**src/rtl/frame_packer_pkg.sv**
```systemverilog
// rtl/frame_packer_pkg.sv - shared constants and helpers for the frame packer
// Purpose: frame geometry, CRC-24 generator, FSM state codes, and helpers
//          that pull bytes and the parity field out of the message register.
// Ports:   none (package)
package frame_packer_pkg;

   localparam int FRAME_CHIPS = 224;
   localparam int MSG_BITS    = 112;
   localparam int MSG_BYTES   = 14;
   localparam int CRC_BITS    = 88;
   localparam int CRC_W       = 24;

   localparam logic [CRC_W-1:0] CRC_POLY = 24'hFFF409;

   localparam logic [1:0] S_IDLE = 2'd0;
   localparam logic [1:0] S_CRC  = 2'd1;
   localparam logic [1:0] S_EMIT = 2'd2;

   // The message register holds bit i of the frame at index i (bit 0 arrives
   // first). A byte is presented MSB-first, so msg[8k] lands in data[7].
   function automatic logic [7:0] msg_byte(input logic [MSG_BITS-1:0] msg,
                                           input logic [3:0] k);
      logic [7:0] b;
      b = '0;
      for (int j = 0; j < 8; j++) begin
         b[7-j] = msg[8*int'(k) + j];
      end
      return b;
   endfunction

   // Parity field (bits 88..111) in the same MSB-first order as the LFSR.
   function automatic logic [CRC_W-1:0] msg_tail(input logic [MSG_BITS-1:0] msg);
      logic [CRC_W-1:0] t;
      t = '0;
      for (int j = 0; j < CRC_W; j++) begin
         t[CRC_W-1-j] = msg[CRC_BITS + j];
      end
      return t;
   endfunction

endpackage

```
**src/rtl/frame_packer_if.sv**
```systemverilog
// rtl/frame_packer_if.sv - output byte stream with per-frame status
// Purpose: bundles the byte stream and its frame status sideband.
// Ports:   m_data/m_valid/m_first/m_last/crc_ok/chip_err from the packer,
//          m_ready from the sink. master = packer side, slave = sink side.
interface frame_packer_if;

   logic [7:0] m_data;
   logic       m_valid;
   logic       m_ready;
   logic       m_first;
   logic       m_last;
   logic       crc_ok;
   logic       chip_err;

   modport master (
      output m_data, m_valid, m_first, m_last, crc_ok, chip_err,
      input  m_ready
   );

   modport slave (
      input  m_data, m_valid, m_first, m_last, crc_ok, chip_err,
      output m_ready
   );

endinterface

```
**src/rtl/frame_packer_crc24.sv**
```systemverilog
// rtl/frame_packer_crc24.sv - bit-serial CRC-24 remainder register
// Purpose: Galois LFSR, MSB-first, one message bit per enabled cycle.
// Ports:   clk, rst_n (async, active-low), clr (synchronous clear, wins over
//          shift), shift_en, din (next message bit), rem (current remainder),
//          rem_next (remainder after shifting din, lets the caller register a
//          check on the same edge as the final shift).
module crc24_serial
   import frame_packer_pkg::*;
#(
   parameter logic [CRC_W-1:0] POLY = CRC_POLY
) (
   input  logic             clk,
   input  logic             rst_n,
   input  logic             clr,
   input  logic             shift_en,
   input  logic             din,
   output logic [CRC_W-1:0] rem,
   output logic [CRC_W-1:0] rem_next
);

   logic fb;

   always_comb begin
      fb       = din ^ rem[CRC_W-1];
      rem_next = {rem[CRC_W-2:0], 1'b0} ^ (fb ? POLY : '0);
   end

   always_ff @(posedge clk or negedge rst_n) begin
      if (!rst_n) begin
         rem <= '0;
      end else if (clr) begin
         rem <= '0;
      end else if (shift_en) begin
         rem <= rem_next;
      end
   end

endmodule

```
**src/rtl/frame_packer.sv**
```systemverilog
// rtl/frame_packer.sv - chip-pair decode, CRC-24 check and 14-byte emit
// Purpose: captures one 224-chip frame per frame_valid strobe while idle,
//          resolves chip pairs to 112 bits, checks CRC-24 over bits 0..87
//          against bits 88..111, then streams the 14 bytes with status.
// Ports:   clk, rst_n (async, active-low), frame_in[223:0], frame_valid,
//          m (frame_packer_if.master: m_data, m_valid, m_ready, m_first,
//          m_last, crc_ok, chip_err), busy, drop_cnt (saturating).
// Config:  FRAME_PACKER_DROP_BAD_EN - frames failing CRC or carrying a chip
//          error are discarded after the check and counted in drop_cnt.
module frame_packer
   import frame_packer_pkg::*;
#(
   parameter int CNT_W = 8
) (
   input  logic                   clk,
   input  logic                   rst_n,
   input  logic [FRAME_CHIPS-1:0] frame_in,
   input  logic                   frame_valid,
   frame_packer_if.master         m,
   output logic                   busy,
   output logic [CNT_W-1:0]       drop_cnt
);

   logic [1:0]          state;
   logic [MSG_BITS-1:0] msg;
   logic [MSG_BITS-1:0] dec_bits;
   logic                dec_err;
   logic [6:0]          bit_cnt;
   logic [3:0]          byte_idx;
   logic                crc_ok_r;
   logic                chip_err_r;
   logic [CRC_W-1:0]    rem;
   logic [CRC_W-1:0]    rem_next;
   logic                capture;
   logic                overlap;
   logic                last_shift;
   logic                crc_match;
   logic                frame_bad;
   logic                hs;
   logic                hs_last;
   logic [1:0]          drop_inc;
   logic [CNT_W:0]      drop_sum;

   // "10" -> 1, "01" -> 0; equal chips are invalid and decode as 0.
   always_comb begin
      dec_bits = '0;
      dec_err  = 1'b0;
      for (int i = 0; i < MSG_BITS; i++) begin
         dec_bits[i] = frame_in[FRAME_CHIPS-1-2*i] & ~frame_in[FRAME_CHIPS-2-2*i];
         dec_err     = dec_err | ~(frame_in[FRAME_CHIPS-1-2*i] ^ frame_in[FRAME_CHIPS-2-2*i]);
      end
   end

   assign capture    = (state == S_IDLE) & frame_valid;
   assign overlap    = (state != S_IDLE) & frame_valid;
   assign last_shift = (state == S_CRC) & (bit_cnt == 7'(CRC_BITS-1));
   assign crc_match  = (rem_next == msg_tail(msg));
   assign hs         = m.m_valid & m.m_ready;
   assign hs_last    = hs & (byte_idx == 4'(MSG_BYTES-1));

`ifdef FRAME_PACKER_DROP_BAD_EN
   assign frame_bad = last_shift & (~crc_match | chip_err_r);
`else
   assign frame_bad = 1'b0;
`endif

   crc24_serial #(.POLY(CRC_POLY)) u_crc (
      .clk      (clk),
      .rst_n    (rst_n),
      .clr      (capture),
      .shift_en (state == S_CRC),
      .din      (msg[bit_cnt]),
      .rem      (rem),
      .rem_next (rem_next)
   );

   always_ff @(posedge clk or negedge rst_n) begin
      if (!rst_n) begin
         state      <= S_IDLE;
         msg        <= '0;
         chip_err_r <= 1'b0;
         crc_ok_r   <= 1'b0;
         bit_cnt    <= '0;
         byte_idx   <= '0;
      end else begin
         case (state)
            S_IDLE: begin
               if (frame_valid) begin
                  msg        <= dec_bits;
                  chip_err_r <= dec_err;
                  crc_ok_r   <= 1'b0;
                  bit_cnt    <= '0;
                  byte_idx   <= '0;
                  state      <= S_CRC;
               end
            end
            S_CRC: begin
               bit_cnt <= bit_cnt + 7'd1;
               if (last_shift) begin
                  // rem_next already includes bit 87, so the verdict is
                  // registered on the same edge as the last shift.
                  crc_ok_r <= crc_match;
                  state    <= frame_bad ? S_IDLE : S_EMIT;
               end
            end
            S_EMIT: begin
               if (hs_last) begin
                  byte_idx <= '0;
                  state    <= S_IDLE;
               end else if (hs) begin
                  byte_idx <= byte_idx + 4'd1;
               end
            end
            default: state <= S_IDLE;
         endcase
      end
   end

   // An overlap strobe and a bad-frame discard can land on the same edge.
   assign drop_inc = {1'b0, overlap} + {1'b0, frame_bad};
   assign drop_sum = {1'b0, drop_cnt} + {{(CNT_W-1){1'b0}}, drop_inc};

   always_ff @(posedge clk or negedge rst_n) begin
      if (!rst_n) begin
         drop_cnt <= '0;
      end else if (drop_sum[CNT_W]) begin
         drop_cnt <= '1;
      end else begin
         drop_cnt <= drop_sum[CNT_W-1:0];
      end
   end

   // Stream outputs come straight from registers, so they cannot move while
   // the sink stalls; data and markers read zero outside EMIT.
   assign busy       = (state != S_IDLE);
   assign m.m_valid  = (state == S_EMIT);
   assign m.m_data   = m.m_valid ? msg_byte(msg, byte_idx) : 8'h00;
   assign m.m_first  = m.m_valid & (byte_idx == 4'd0);
   assign m.m_last   = m.m_valid & (byte_idx == 4'(MSG_BYTES-1));
   assign m.crc_ok   = crc_ok_r;
   assign m.chip_err = chip_err_r;

endmodule

```
**src/flat_wrapper.sv**
```systemverilog
// flat-port wrapper written by rule: the top's interface ports become plain ports
module frame_packer_flat import frame_packer_pkg::*;
#(
   parameter int CNT_W = 8
)
  (clk, rst_n, frame_in, frame_valid, busy, drop_cnt, m_m_data, m_m_valid, m_m_first, m_m_last, m_crc_ok, m_chip_err, m_m_ready);
  frame_packer_if m_i ();
  input  logic clk;
  input  logic rst_n;
  input  logic [FRAME_CHIPS-1:0] frame_in;
  input  logic frame_valid;
  output logic busy;
  output logic [CNT_W-1:0] drop_cnt;
  output wire logic [$bits(m_i.m_data)-1:0] m_m_data;
  output wire logic [$bits(m_i.m_valid)-1:0] m_m_valid;
  output wire logic [$bits(m_i.m_first)-1:0] m_m_first;
  output wire logic [$bits(m_i.m_last)-1:0] m_m_last;
  output wire logic [$bits(m_i.crc_ok)-1:0] m_crc_ok;
  output wire logic [$bits(m_i.chip_err)-1:0] m_chip_err;
  input wire logic [$bits(m_i.m_ready)-1:0] m_m_ready;
  assign m_m_data = m_i.m_data;
  assign m_m_valid = m_i.m_valid;
  assign m_m_first = m_i.m_first;
  assign m_m_last = m_i.m_last;
  assign m_crc_ok = m_i.crc_ok;
  assign m_chip_err = m_i.chip_err;
  assign m_i.m_ready = m_m_ready;
  frame_packer #(.CNT_W(CNT_W)) u_core (.clk(clk), .rst_n(rst_n), .frame_in(frame_in), .frame_valid(frame_valid), .m(m_i), .busy(busy), .drop_cnt(drop_cnt));
endmodule
```
**config.mk**
```make
export PLATFORM = sky130hd
export DESIGN_NAME = frame_packer_flat
export DESIGN_NICKNAME = d
export VERILOG_FILES = /design/src/rtl/frame_packer_pkg.sv /design/src/rtl/frame_packer_if.sv /design/src/rtl/frame_packer_crc24.sv /design/src/rtl/frame_packer.sv /design/src/flat_wrapper.sv
export SDC_FILE = /design/constraint.sdc
export NUM_CORES = 1
export LEC_CHECK = 0
export ABC_AREA = 1
export BUFFER_PORTS_ARGS = -buffer_cell sky130_fd_sc_hd__clkbuf_2
export CORE_MARGIN = 2
export CORE_UTILIZATION = 56
export CTS_CLUSTER_DIAMETER = 30
export DETAILED_ROUTE_END_ITERATION = 10
export GPL_TIMING_DRIVEN = 0
export PLACE_DENSITY = 0.85
export SLEW_MARGIN = 0
export SYNTH_ARGS = -nofsm -noshare
export SYNTH_HDL_FRONTEND = slang
export SYNTH_HIERARCHICAL = 1
export SYNTH_SLANG_ARGS = --single-unit
export TNS_END_PERCENT = 5
```
**constraint.sdc**
```tcl
create_clock -name clk -period 3.7 [get_ports clk]
set_clock_uncertainty 0.2 [all_clocks]
set_input_delay 0 -clock clk [delete_from_list [all_inputs] [get_ports clk]]
set_output_delay 0 -clock clk [all_outputs]
set_load 0.01 [all_outputs]
```
==> results.md <==
- Starting DRT DRC Count: approximately 1600
- Worst hold start: frame_in[154]
- CTS clk-pin slew, worst paths: 0.07 ns
- Post-route antenna net violation count: 0
- Setup Buffers After CTS: 0
- Root Driver: clkbuf_16
- RR Startpoint: u_core/bit_cnt[1]$_DFFE_PN0P_
- Number of global-route vias before repair: 14155
- CP startpoint kind: flop
- Internal power: between 5000 and 6000 uW
- # rows: 51
- Gr usage total: between 40% and 50%
- Data required time at the worst endpoint: a little under 4 ns
- Commonest non-fill, non-tap cells in the layout: 422 x nand2_1, 250 x clkbuf_2, 242 x inv_1
- Final HPWL DP: approximately 28000 um
- Worst path cell trace: clkbuf_4, buf_4, o211ai_1, nand2_1, nor2_1, nor2_1, nor2_1, nor2_1, nor2_1, nor2_4, inv_1, nand2_2, buf_4, nand3_1, and2_1, inv_1, o22ai_1, nor2_1, nand3_1, nor2_1, nand3_1, o21ai_1
- DP Cell Count: 2110
- Fin area: roughly 16000 um2
- Syn Area/Cell: just over 7 um2
- Register area share after synthesis: 35.21%
- First-pass GRT wire length: approximately 73000 um
- Crit Path Max Fanout: 10
- Reg-to-reg setup timing slack: roughly 0.16 ns
- Worst-margin pin slew: approximately 0.81 ns
- CP max-delay cell: dfrtp_1
- Sequential Power Share: about 29%
- Starting Density: a little under three fifths
- Most common cell after layout, fill and taps aside: nand2_1
- R2R Path End: u_core/m.crc_ok$_DFFE_PN0P_
- H-tree level count: 4
- Pwr/cell area: about 580 nW/um2
- Final Hold Viols: 0
- FILL cells: 1187
- DRT Pass-1 Iters: 7
- Cell mode on critical path: nor2_1
- Flops & latches, synth: 159
- Combinational share of power: 51.5%
- Non-filler cells, final: ~2400
- Net Count, Synth: 1941
- Synthesis-to-layout area growth: 40.41%
- Fin. max-slew vios: 0
- Crit path largest cell delay: roughly 0.39 ns
- Clk pwr share: between 10% and 20%
- Placed cell area: 12910 um2
- Core Area: around 20000 um2
- Initial antenna violation count: 1
- Post-DR vias/cell: between 5 and 6
- Vias: between 10000 and 15000
- Sw frac: between 40% and 50%
- Depth of the worst hold-timing path: 7
- Net Sw Power: 4168 uW
- Cell Area, Synth: about 11000 um2
- CTS buffer count: 17
- Die width: ~150 um
- Die ar.: about 21000 um2
- Leak: between 0.008 and 0.009 uW
- Max_cap viols: 0
- Port Buffers: 249
- Worst vdd ir: between 400 and 500 uV
- HP Class: in2reg
- Routed wire length: between 40000 and 50000 um
- CTS tree: done
- Layout Nets: roughly 2400
- Drt wl/cell: 19.87 um
- Tmin final: 3.544 ns
- Rel. slew slack: 45.85%
- Clock sink count: 159
- Worst setup EP type: flop
- Die H: between 100 and 150 um
- Arr. time, crit path: between 3 and 4 ns
- GP Congestion: between 0.9 and 1
- Run status: finished clean
- Post-Synthesis Cells: 1595
- Ports: 250
- Layout cells sized above 1: between 10% and 20%
- Setup Viol. Count Final: 0
- Worst skew pair latency: ~0.44 ns
- Post-synth cell types: 32
- Remaining Overflow, GRT: 0
- Max Fclk: 0.2822 GHz
- Hold Crit Endpoint: u_core/m.chip_err$_DFFE_PN0P_
- # DRC: 0
- Largest net degree at the start of global routing: 83
- Clock Tree Buf Depth: 2
- Cell count of the worst reg-to-reg path: 22
- CP Class: reg2reg
- Period utilization: between 90% and 100%
- Yosys warns: 6
==> registers in the layout (all words and copies together) (netlist names) <==
name	count
u_core/msg	112
u_core/byte_idx	4
u_core/drop_cnt	8
u_core/m.chip_err	1
u_core/m.crc_ok	1
u_core/bit_cnt	7
u_core/state	2
u_core/u_crc/rem	24
==> cell usage after synthesis (all sizes together) <==
master | number | area (um2)
a31oi | 9 | 56.30
o2111ai | 1 | 8.760
nand3b | 16 | 120.1
inv | 246 | 923.4
ha | 118 | 1476
a21oi | 63 | 315.3
o21ai | 185 | 925.9
o211ai | 6 | 45.04
o21a | 1 | 7.510
buf | 55 | 344.1
o22ai | 12 | 75.07
clkbuf | 26 | 97.59
nor4 | 12 | 75.07
nand4 | 12 | 75.07
and2 | 14 | 87.58
nand3 | 95 | 475.5
xor2 | 9 | 78.83
nor3 | 8 | 40.04
and3 | 1 | 6.260
or2 | 5 | 31.28
clkinv | 2 | 7.510
dfrtp | 159 | 3979
nor2 | 112 | 422.9
nand2 | 426 | 1609
xnor2 | 2 | 17.52
==> worst max-delay path by stage <==
stage / from / endpoint / slack, ns / cells past startpoint
after floorplan: u_core/bit_cnt[0]$_DFFE_PN0P_ / u_core/m.crc_ok$_DFFE_PN0P_ / 0.81 / 21
after global placement: rst_n / u_core/u_crc/rem[13]$_DFFE_PN0P_ / -0.26 / 1
after detailed placement: u_core/bit_cnt[1]$_DFFE_PN0P_ / u_core/m.crc_ok$_DFFE_PN0P_ / -0.19 / 23
after CTS: u_core/bit_cnt[1]$_DFFE_PN0P_ / u_core/m.crc_ok$_DFFE_PN0P_ / 0.004 / 22
after global routing: u_core/bit_cnt[0]$_DFFE_PN0P_ / u_core/m.crc_ok$_DFFE_PN0P_ / -0.02 / 26
final: u_core/bit_cnt[1]$_DFFE_PN0P_ / u_core/m.crc_ok$_DFFE_PN0P_ / 0.16 / 22
==> cells by family (layout without fill, tap and decap cells) <==
family | Yosys count | count (layout) | share of synthesized area, %
DFF | 159 | 159 | 35.21
adders and majority gates | 118 | 118 | 13.06
AOI/OAI and AO/OA | 277 | 277 | 12.69
buffers and inverters | 329 | 843 | 12.15
xor gates and xnor gates | 11 | 11 | 0.8526
other | 0 | 1 | 0
and+or+nand+nor | 701 | 701 | 26.04
==> through the flow <==
step | util, % | worst slack (ns) | hold slack, ns | power [uW] | TNS (ns)
global route | 80.74 | -0.02090 | 0.1090 | 9757 | -0.02090
floorplan | - | 0.8119 | -0.4956 | 5502 | 0
CTS | 80.59 | 0.004392 | 0.008984 | 8873 | 0
finish | 80.74 | 0.1558 | 0.06786 | 9231 | 0
global placement | 65.53 | -0.2577 | 0.1308 | 6711 | -39.54
detailed placement | 65.71 | -0.1862 | -0.1357 | 6837 | -0.1862
==> worst max-delay path, delay by kind of cell (launching register included) <==
family          cells  cell delay, ns
buf+inv             5            0.98
flops               1            0.39
simple gates       14            1.58
compound gates      3            0.32
==> per-layer routing <==
metal / share of wire [%] / track usage, %
met1: 34 / 50.67
met4: 7.7 / 28.98
met5: 0 / 0
met2: 46 / 72.50
met3: 12 / 11.84
==> power by group through the flow <==
stage / clock network [uW] / registers, uW / logic (uW)
final: 1830 / 2650 / 4750
after global routing: 1920 / 2690 / 5150
after CTS: 1830 / 2620 / 4430
after detailed placement: 0 / 2640 / 4200
after global placement: 0 / 2630 / 4080
after floorplan: 0 / 2540 / 2960
==> timing repair <==
item / 4_1_cts / 5_1_grt
setup endpoints to repair: 1 / 1
endpoints found under the hold margin: 282 / 0
gates resized for setup: 3 / 15
hold buffers: 232 / 0
==> final cells by class <==
cell class	instances	area (um2)	share of cell area [%]
multi-input combinational	1107	5959	37.56
sequential	159	3979	25.07
timing repair buffer	482	3605	22.72
inverter	248	930.9	5.867
buffer	81	465.4	2.933
clock buffer	17	425.4	2.681
tap	265	331.6	2.090
clock inverter	15	168.9	1.065
antenna	1	2.502	0.01577
Power figures use the tool's default switching activity.
